File: src/rtl/id_pipe.sv
// Buffered instruction decoder: splits each accepted word into opcode, memory-op and operand
// fields and queues them in a DEPTH-entry FIFO. Illegal-opcode flagging under ID_ILLEGAL_CHECK_EN.
module id_pipe #(
    parameter int unsigned INSTR_W = 16,
    parameter int unsigned OP_W = 4,
    parameter int unsigned MEM_W = 4,
    parameter int unsigned OPND_W = 8,
    parameter int unsigned DEPTH = 2,
    parameter logic [(2**OP_W)-1:0] LEGAL_MASK = '1
) (
    input  logic                         CLK,
    input  logic                         RST_N,
    input  logic                         ID_CE,
    input  logic                         FLUSH,
    input  logic                         IN_VALID,
    output logic                         IN_READY,
    input  logic [INSTR_W-1:0]           INSTR,
    output logic                         OUT_VALID,
    input  logic                         OUT_READY,
    output logic [OP_W-1:0]              OP_CODE,
    output logic [MEM_W-1:0]             MEM_OP,
    output logic [OPND_W-1:0]            OPERAND,
    output logic [OPND_W/2-1:0]          LEFT_OPERAND,
    output logic [OPND_W/2-1:0]          RIGHT_OPERAND,
    output logic                         ILLEGAL,
    output logic                         ILLEGAL_STICKY,
    output logic [$clog2(DEPTH+1)-1:0]   OCCUPANCY
);

    localparam int unsigned PTR_W = $clog2(DEPTH);
    localparam int unsigned CNT_W = $clog2(DEPTH + 1);

    logic [PTR_W-1:0]  r_wr_ptr;
    logic [PTR_W-1:0]  r_rd_ptr;
    logic [CNT_W-1:0]  r_occ;

    logic [OP_W-1:0]   r_op_mem   [DEPTH];
    logic [MEM_W-1:0]  r_memop_mem[DEPTH];
    logic [OPND_W-1:0] r_opnd_mem [DEPTH];

    logic              w_empty;
    logic              w_push;
    logic              w_pop;
    logic [OP_W-1:0]   w_in_op;
    logic [MEM_W-1:0]  w_in_mem;
    logic [OPND_W-1:0] w_in_opnd;

    assign w_in_op   = INSTR[INSTR_W-1 -: OP_W];
    assign w_in_mem  = INSTR[INSTR_W-OP_W-1 -: MEM_W];
    assign w_in_opnd = INSTR[OPND_W-1:0];

    assign w_empty   = (r_occ == '0);
    // RST_N gating keeps IN_READY low for the whole time reset is held.
    assign IN_READY  = RST_N && ID_CE && !FLUSH && (r_occ < CNT_W'(DEPTH));
    assign OUT_VALID = ID_CE && !w_empty;
    assign w_push    = IN_VALID && IN_READY;
    assign w_pop     = OUT_VALID && OUT_READY && !FLUSH;
    assign OCCUPANCY = r_occ;

    always_ff @(posedge CLK or negedge RST_N) begin
        if (!RST_N) begin
            r_wr_ptr <= '0;
            r_rd_ptr <= '0;
            r_occ    <= '0;
        end else if (ID_CE) begin
            if (FLUSH) begin
                r_wr_ptr <= '0;
                r_rd_ptr <= '0;
                r_occ    <= '0;
            end else begin
                if (w_push) r_wr_ptr <= r_wr_ptr + PTR_W'(1);
                if (w_pop)  r_rd_ptr <= r_rd_ptr + PTR_W'(1);
                case ({w_push, w_pop})
                    2'b10:   r_occ <= r_occ + CNT_W'(1);
                    2'b01:   r_occ <= r_occ - CNT_W'(1);
                    default: r_occ <= r_occ;
                endcase
            end
        end
    end

    // Payload storage needs no reset: the empty-masking below hides stale entries.
    always_ff @(posedge CLK) begin
        if (w_push) begin
            r_op_mem[r_wr_ptr]    <= w_in_op;
            r_memop_mem[r_wr_ptr] <= w_in_mem;
            r_opnd_mem[r_wr_ptr]  <= w_in_opnd;
        end
    end

    always_comb begin
        OP_CODE = '0;
        MEM_OP  = '0;
        OPERAND = '0;
        if (!w_empty) begin
            OP_CODE = r_op_mem[r_rd_ptr];
            MEM_OP  = r_memop_mem[r_rd_ptr];
            OPERAND = r_opnd_mem[r_rd_ptr];
        end
    end

    assign LEFT_OPERAND  = OPERAND[OPND_W-1 -: OPND_W/2];
    assign RIGHT_OPERAND = OPERAND[OPND_W/2-1:0];

`ifdef ID_ILLEGAL_CHECK_EN
    logic r_ill_mem [DEPTH];
    logic r_sticky;
    logic w_in_ill;

    assign w_in_ill = ~LEGAL_MASK[w_in_op];

    always_ff @(posedge CLK) begin
        if (w_push) r_ill_mem[r_wr_ptr] <= w_in_ill;
    end

    always_ff @(posedge CLK or negedge RST_N) begin
        if (!RST_N) begin
            r_sticky <= 1'b0;
        end else if (ID_CE) begin
            if (FLUSH) r_sticky <= 1'b0;
            else if (w_push && w_in_ill) r_sticky <= 1'b1;
        end
    end

    assign ILLEGAL        = !w_empty && r_ill_mem[r_rd_ptr];
    assign ILLEGAL_STICKY = r_sticky;
`else
    logic w_unused_mask;
    assign w_unused_mask  = ^LEGAL_MASK;
    assign ILLEGAL        = 1'b0;
    assign ILLEGAL_STICKY = 1'b0;
`endif

endmodule
File: config.mk
export PLATFORM = sky130hd
export DESIGN_NAME = id_pipe
export DESIGN_NICKNAME = d
export VERILOG_FILES = /design/src/rtl/id_pipe.sv
export SDC_FILE = /design/constraint.sdc
export NUM_CORES = 1
export LEC_CHECK = 0
export ABC_AREA = 1
export CORE_ASPECT_RATIO = 1.2
export CORE_MARGIN = 5
export CORE_UTILIZATION = 42
export CTS_BUF_LIST = sky130_fd_sc_hd__clkbuf_2
export DETAILED_ROUTE_END_ITERATION = 7
export PLACE_DENSITY = 0.83
export SLEW_MARGIN = 5
export SYNTH_ARGS = -nofsm -noshare
export SYNTH_HDL_FRONTEND = slang
export SYNTH_SLANG_ARGS = --single-unit
File: constraint.sdc
create_clock -name CLK -period 2 [get_ports CLK]
set_clock_uncertainty 0.15 [all_clocks]
set_input_delay 0.6 -clock CLK [delete_from_list [all_inputs] [get_ports CLK]]
set_output_delay 0.6 -clock CLK [all_outputs]
set_load 0.03 [all_outputs]
==> impl_metrics.env, run 1 <==
export IMPL_status="finished, violations left"
export IMPL_violations="negative setup slack"
export IMPL_drv_cap=0
export IMPL_synth_cells=141
export IMPL_fp_coreArea_um2=3600
export IMPL_rsz0062_at_grt="true"
export IMPL_hold_viol=0
export IMPL_ys_seq_area_frac=0.687
export IMPL_n_antenna_cell=0
export IMPL_cts_tree="yes"
export IMPL_pre_cts_slack_ns=-0.315
export IMPL_clkTransAtPathRegs_ns=0.16
export IMPL_placed_cell_area_um2=2150
export IMPL_grt_pass1_vias=1287
export IMPL_seqCellArea_um2=1060
export IMPL_end_kind="output pin"
export IMPL_insertion_delay_ns=0.36
export IMPL_core_rowCount=24
export IMPL_p_total_mw=2.24
export IMPL_numCtsBuffers=5
export IMPL_post_route_drc_count=0
export IMPL_multi_input_area_um2=520
export IMPL_initial_core_util=0.429
export IMPL_cts_max_level=2
export IMPL_gr_total_overflow=0
export IMPL_finalNetCount=229
export IMPL_r2r_start="OCCUPANCY[1]"
export IMPL_area_growth_pct=55.6
export IMPL_synth_area_per_cell_um2=11.0
export IMPL_final_cells=246
export IMPL_synth_top_cell_area_share=0.622
export IMPL_drt_iter0_markers=37
export IMPL_setup_violations=26
export IMPL_antenna_found_initial=0
export IMPL_drt_wl_total_mm=3.65
export IMPL_dr_total_vias=1208
export IMPL_dr_pass1_iters=4
export IMPL_required_ns=1.25
export IMPL_critPathLaunch="r_rd_ptr"
export IMPL_netlist_top_cells_count="nand2_1, edfxtp_1, a21oi_1, buf_4, inv_1"
export IMPL_synth_edf_count=32
export IMPL_port_buffers=49
export IMPL_drive_gt1_frac=0.430
export IMPL_fin_area_um2=2400
export IMPL_min_period_ns=2.21
export IMPL_dp_hpwl_mm=2.63
export IMPL_synth_largest_area_cell="edfxtp_1"
export IMPL_mappedNetlistArea_um2=1550
export IMPL_gp_congestion=0.696
export IMPL_ant_nets=0
export IMPL_rr_worst_depth=6
export IMPL_maxSlewViolCount=0
export IMPL_grt_usage=0.146
export IMPL_via_per_inst=4.91
export IMPL_min_path_type="input port to async pin"
export IMPL_synth_cell_types=16
export IMPL_clockBufferDepth=2
export IMPL_io_pin_count=52
export IMPL_post_drt_wl_per_cell_um=14.9
export IMPL_final_core_util=0.667
export IMPL_clock_sinks=36
export IMPL_die_h_um=76.4
export IMPL_cp_data_arrival_time_ns=1.46
export IMPL_dp_cells=231
export IMPL_synth_area_top_cells="edfxtp_1, nand2_1, dfrtp_1, a21oi_1, buf_4"
export IMPL_fmax_mhz=453
export IMPL_synth_async_reset_ratio=0.111
export IMPL_synth_warnings=0
export IMPL_synth_most_common_cell="nand2_1"
export IMPL_synth_ff_type="edfxtp_1"
export IMPL_grt_pass1_wl_mm=5.62
export IMPL_power_density_nw_per_um2=933
export IMPL_crit_path_start_kind="flop"
export IMPL_path_class="flop to output pin"
export IMPL_fillerInstances=291
export IMPL_leakagePower_nw=0.963
export IMPL_fin_crit_sh=1.10
export IMPL_ir_worst_vdd_uv=536
export IMPL_setup_slack_ns=-0.207
export IMPL_ys_seq_elements=36
export IMPL_grt_max_degree=13
export IMPL_clockRootBuffer="clkbuf_2"
export IMPL_die_area_um2=5000
export IMPL_path_max_fanout=8
export IMPL_die_x_um=65.4
## cells in the final DEF (no fill, tap or decap), types with 2 or more instances in the layout
cell             netlist  routed
a21oi_2                0       8
a21oi_4                0       8
clkinv_1               0       2
buf_6                  0      23
nor2_2                 3       3
inv_1                  7       5
buf_4                 10      24
nand3_1                5       5
nor2_1                 5       3
clkbuf_2               0       6
clkdlybuf4s15_1        0       2
nand2_2                1       4
clkdlybuf4s50_1        0      18
conb_1                 1       2
dfrtp_2                0       3
nor2_4                 0       2
edfxtp_1              32      32
inv_2                  1       2
nand2_1               48      45
## repair_timing
| item | CTS | global route |
|---|---|---|
| buffers inserted | 2 | 4 |
| hold buffers | 0 | 0 |
| gates resized for setup | 26 | 30 |
| endpoints found under the setup margin | 28 | 28 |
| pin swaps | 2 | 5 |
| cloned | 1 | 1 |
## sequential cells by signal (all words and copies together) (netlist names)
signal and flops:
OCCUPANCY 2, r_memop_mem 8, r_op_mem 8, r_opnd_mem 16
r_rd_ptr 1, r_wr_ptr 1
## critical path, cell delays in order (launching register included)
cell	delay [ns]
dfrtp_2	0.49
clkinvlp_4	0.18
nand2_2	0.09
a21oi_4	0.18
buf_6	0.15
## worst paths after layout
kind                                     to  slack [ns]
min                            OCCUPANCY[0]        0.07
max                              OPERAND[7]       -0.21
min in group CLK                   r_wr_ptr        0.50
max in group asynchronous          r_rd_ptr        1.52
max reg2reg                r_opnd_mem[1][5]        0.25
min reg2reg                        r_wr_ptr        0.50
## through the flow
stage,TNS [ns],hold WS [ns]
after detailed placement,-9.13,0.430
after global placement,-7.87,0.400
after global routing,-6.65,0.0599
final,-4.42,0.0675
after floorplan,-0.279,0.154
after CTS,-4.67,0.0919
## report_power, final
group	switching (mW)	total (mW)	internal [mW]	leakage, nW
sequential	0.0232	0.870	0.847	0.337
combinational	0.624	1.09	0.465	0.602
clock	0.213	0.285	0.0721	0.0239
total	0.860	2.24	1.38	0.963
## layer usage
metal  global-route usage  wire length, µm  up-vias
met1                0.158             1450      563
met3               0.0546              236        5
met5                    0                0        -
met2                0.266             1940       48
li1                     -                -      592
met4               0.0311               29        0
## kinds of logic (layout without fill, tap and decap cells)
logic type / after synthesis / in the layout / synth area share
buffers and inverters: 22 / 87 / 0.0810
flip-flops: 36 / 36 / 0.687
AO/OA/AOI/OAI: 18 / 18 / 0.0583
AND/OR/NAND/NOR: 64 / 64 / 0.172
other: 1 / 2 / 0.00243
## cell type report
cell class | instances | area share
Timing Repair Buffer | 71 | 0.290
Clock inverter | 2 | 0.00312
Tap cell | 39 | 0.0203
Timing Repair inverter | 1 | 0.00312
Clock buffer | 5 | 0.0104
Multi-Input combinational cell | 84 | 0.216
Inverter | 8 | 0.0135
Sequential cell | 36 | 0.443
Note: power is estimated with default switching activity, not from simulation.
==> inputs of run 2 (changes only) <==
- TNS_END_PERCENT: unset -> 30
- clock period: 2 -> 1.9 ns (I/O delays scaled with it)
==> run 2 against run 1 <==
Net effect:
- the flow still finishes with violations (negative setup slack)
- combinational power is essentially flat
- hold slack gained 0.41 ns
- sequential power grew 6.1%
- design area grew 1.5%
- global-route usage grew 1.2 points
- critical path depth is the same
- count of clock-buffer cells in the layout is the same
- first-iteration DRC count grew 8.1%
- core utilization grew 1.0 points
- critical path type unchanged
- critical endpoint is now OP_CODE[1]
- largest cell class unchanged
- highest routed layer unchanged
==> impl_metrics.env, run 2 (synthesis gave the netlist of run 1 again) <==
export IMPL_status="finished, violations left"
export IMPL_violations="negative setup slack"
export IMPL_gr_total_overflow=0
export IMPL_maxSlewViolCount=0
export IMPL_rrSetupSlack_ns=0.10
export IMPL_fmax_mhz=467
export IMPL_path_class="flop to output pin"
export IMPL_final_core_util=0.677
export IMPL_grt_max_degree=18
export IMPL_initial_core_util=0.429
export IMPL_via_per_inst=4.99
export IMPL_fin_area_um2=2440
export IMPL_top_register="r_opnd_mem"
export IMPL_drv_cap=0
export IMPL_area_growth_pct=58.0
export IMPL_final_cells=244
export IMPL_r2r_start="OCCUPANCY[1]"
export IMPL_clkTransAtPathRegs_ns=0.19
export IMPL_setup_slack_ns=-0.242
export IMPL_gp_congestion=0.791
export IMPL_drt_iter0_markers=40
export IMPL_die_area_um2=5000
export IMPL_core_rowCount=24
export IMPL_dr_total_vias=1217
export IMPL_die_x_um=65.4
export IMPL_required_ns=1.18
export IMPL_ir_worst_vdd_uv=657
export IMPL_min_path_type="flop to flop"
export IMPL_fin_crit_sh=1.13
export IMPL_setup_violations=26
export IMPL_grt_pass1_vias=1299
export IMPL_critPathCapture="OP_CODE[1]"
export IMPL_fp_coreArea_um2=3600
export IMPL_clock_sinks=36
export IMPL_finalNetCount=226
export IMPL_port_buffers=49
export IMPL_top_regs="r_opnd_mem (16), r_memop_mem (8), r_op_mem (8)"
export IMPL_die_h_um=76.4
export IMPL_rr_worst_depth=11
export IMPL_final_common_cell="nand2_1"
export IMPL_largest_reg_flops=16
export IMPL_clockRootBuffer="clkbuf_2"
export IMPL_grt_pass1_wl_mm=6.11
export IMPL_grt_usage=0.158
export IMPL_antenna_found_initial=0
export IMPL_clockBufferDepth=2
export IMPL_cp_data_arrival_time_ns=1.42
export IMPL_drt_wl_total_mm=3.73
export IMPL_insertion_delay_ns=0.38
export IMPL_hold_viol=0
export IMPL_placed_cell_area_um2=2180
export IMPL_min_period_ns=2.14
export IMPL_post_route_drc_count=0
export IMPL_rsz0062_at_grt="true"
export IMPL_ant_nets=0
export IMPL_numCtsBuffers=5
export IMPL_dr_pass1_iters=4
export IMPL_path_max_fanout=5
export IMPL_power_density_nw_per_um2=1010
export IMPL_end_kind="output pin"
export IMPL_cts_tree="yes"
export IMPL_post_drt_wl_per_cell_um=15.3
export IMPL_dp_cells=233
export IMPL_io_pin_count=52
export IMPL_drive_gt1_frac=0.444
export IMPL_fillerInstances=271
export IMPL_critPathLaunch="OCCUPANCY[0]"
export IMPL_final_cell_mix="nand2_1, edfxtp_1, buf_6"
export IMPL_reg2reg_to="OCCUPANCY[1]"
export IMPL_crit_path_start_kind="flop"
export IMPL_n_antenna_cell=0
export IMPL_multi_input_area_um2=541
export IMPL_setup_tns_ns=-5.63
export IMPL_dp_hpwl_mm=2.64
export IMPL_cts_max_level=2
export IMPL_seqCellArea_um2=1060
export IMPL_leakagePower_nw=0.980
[run 2: changes by cell type in the layout (fill, tap and decap cells not counted), moves of 2 or more]
cell             delta
clkdlybuf4s15_1     -2
nand2_1             -6
clkdlybuf4s15_2     +2
nand2_4             +2
a21oi_1             +2
buf_6               +3
dlygate4sd2_1       +2
buf_4               -6
nand2_2             +4
a21oi_2             -2
[run 2: how the worst min path moves through the flow]
stage	start	to	slack (ns)	depth (start not counted)
2_1_floorplan	RST_N	OCCUPANCY[0]	0.12	0
3_3_place_gp	OCCUPANCY[0]	OCCUPANCY[0]	0.39	2
3_5_place_dp	OCCUPANCY[0]	OCCUPANCY[0]	0.43	2
4_1_cts	RST_N	OCCUPANCY[1]	0.04	2
5_1_grt	OCCUPANCY[0]	OCCUPANCY[0]	0.50	2
6_report	OCCUPANCY[0]	OCCUPANCY[0]	0.48	2
[run 2: layout make-up]
type | count | area share
inverters | 8 | 0.0154
well taps | 39 | 0.0200
flip-flops and latches | 36 | 0.436
multi-input cells | 84 | 0.221
clock inverters | 3 | 0.0154
clock buffers | 5 | 0.0103
repair buffers | 69 | 0.281
[run 2: power breakdown]
part	total (mW)	internal, mW	switching (mW)	leakage (nW)
logic	1.09	0.450	0.641	0.604
registers	0.923	0.892	0.0316	0.337
clock network	0.455	0.215	0.240	0.0380
total	2.47	1.56	0.913	0.980
[run 2: metal layers]
metal  GRT usage  share of wire  vias to the layer above
met5           0              0                        -
met4      0.0373          0.010                        0
met3      0.0619          0.088                        6
met2       0.282           0.52                       52
met1       0.173           0.38                      574
li1            -              -                      585
[run 2: through the flow]
step	power [mW]	setup WS, ns	hold WS [ns]
2_1_floorplan	1.60	-0.247	0.124
3_3_place_gp	1.86	-0.323	0.392
3_5_place_dp	1.88	-0.332	0.428
4_1_cts	2.43	-0.269	0.0373
5_1_grt	2.58	-0.358	0.498
6_report	2.47	-0.242	0.480
[run 2: what timing repair did]
action | CTS | global route
setup endpoints to repair | 28 | 41
gates cloned | 0 | 0
pin swaps | 2 | 1
hold buffers | 0 | 1
endpoints found under the hold margin | 0 | 3
setup buffers | 2 | 0
resized for setup | 41 | 18
[run 2: critical path: stages, from the launching register on]
cell and delay, ns:
dfrtp_2 0.47, nor2_4 0.05, buf_4 0.16, a21oi_1 0.16
buf_4 0.19
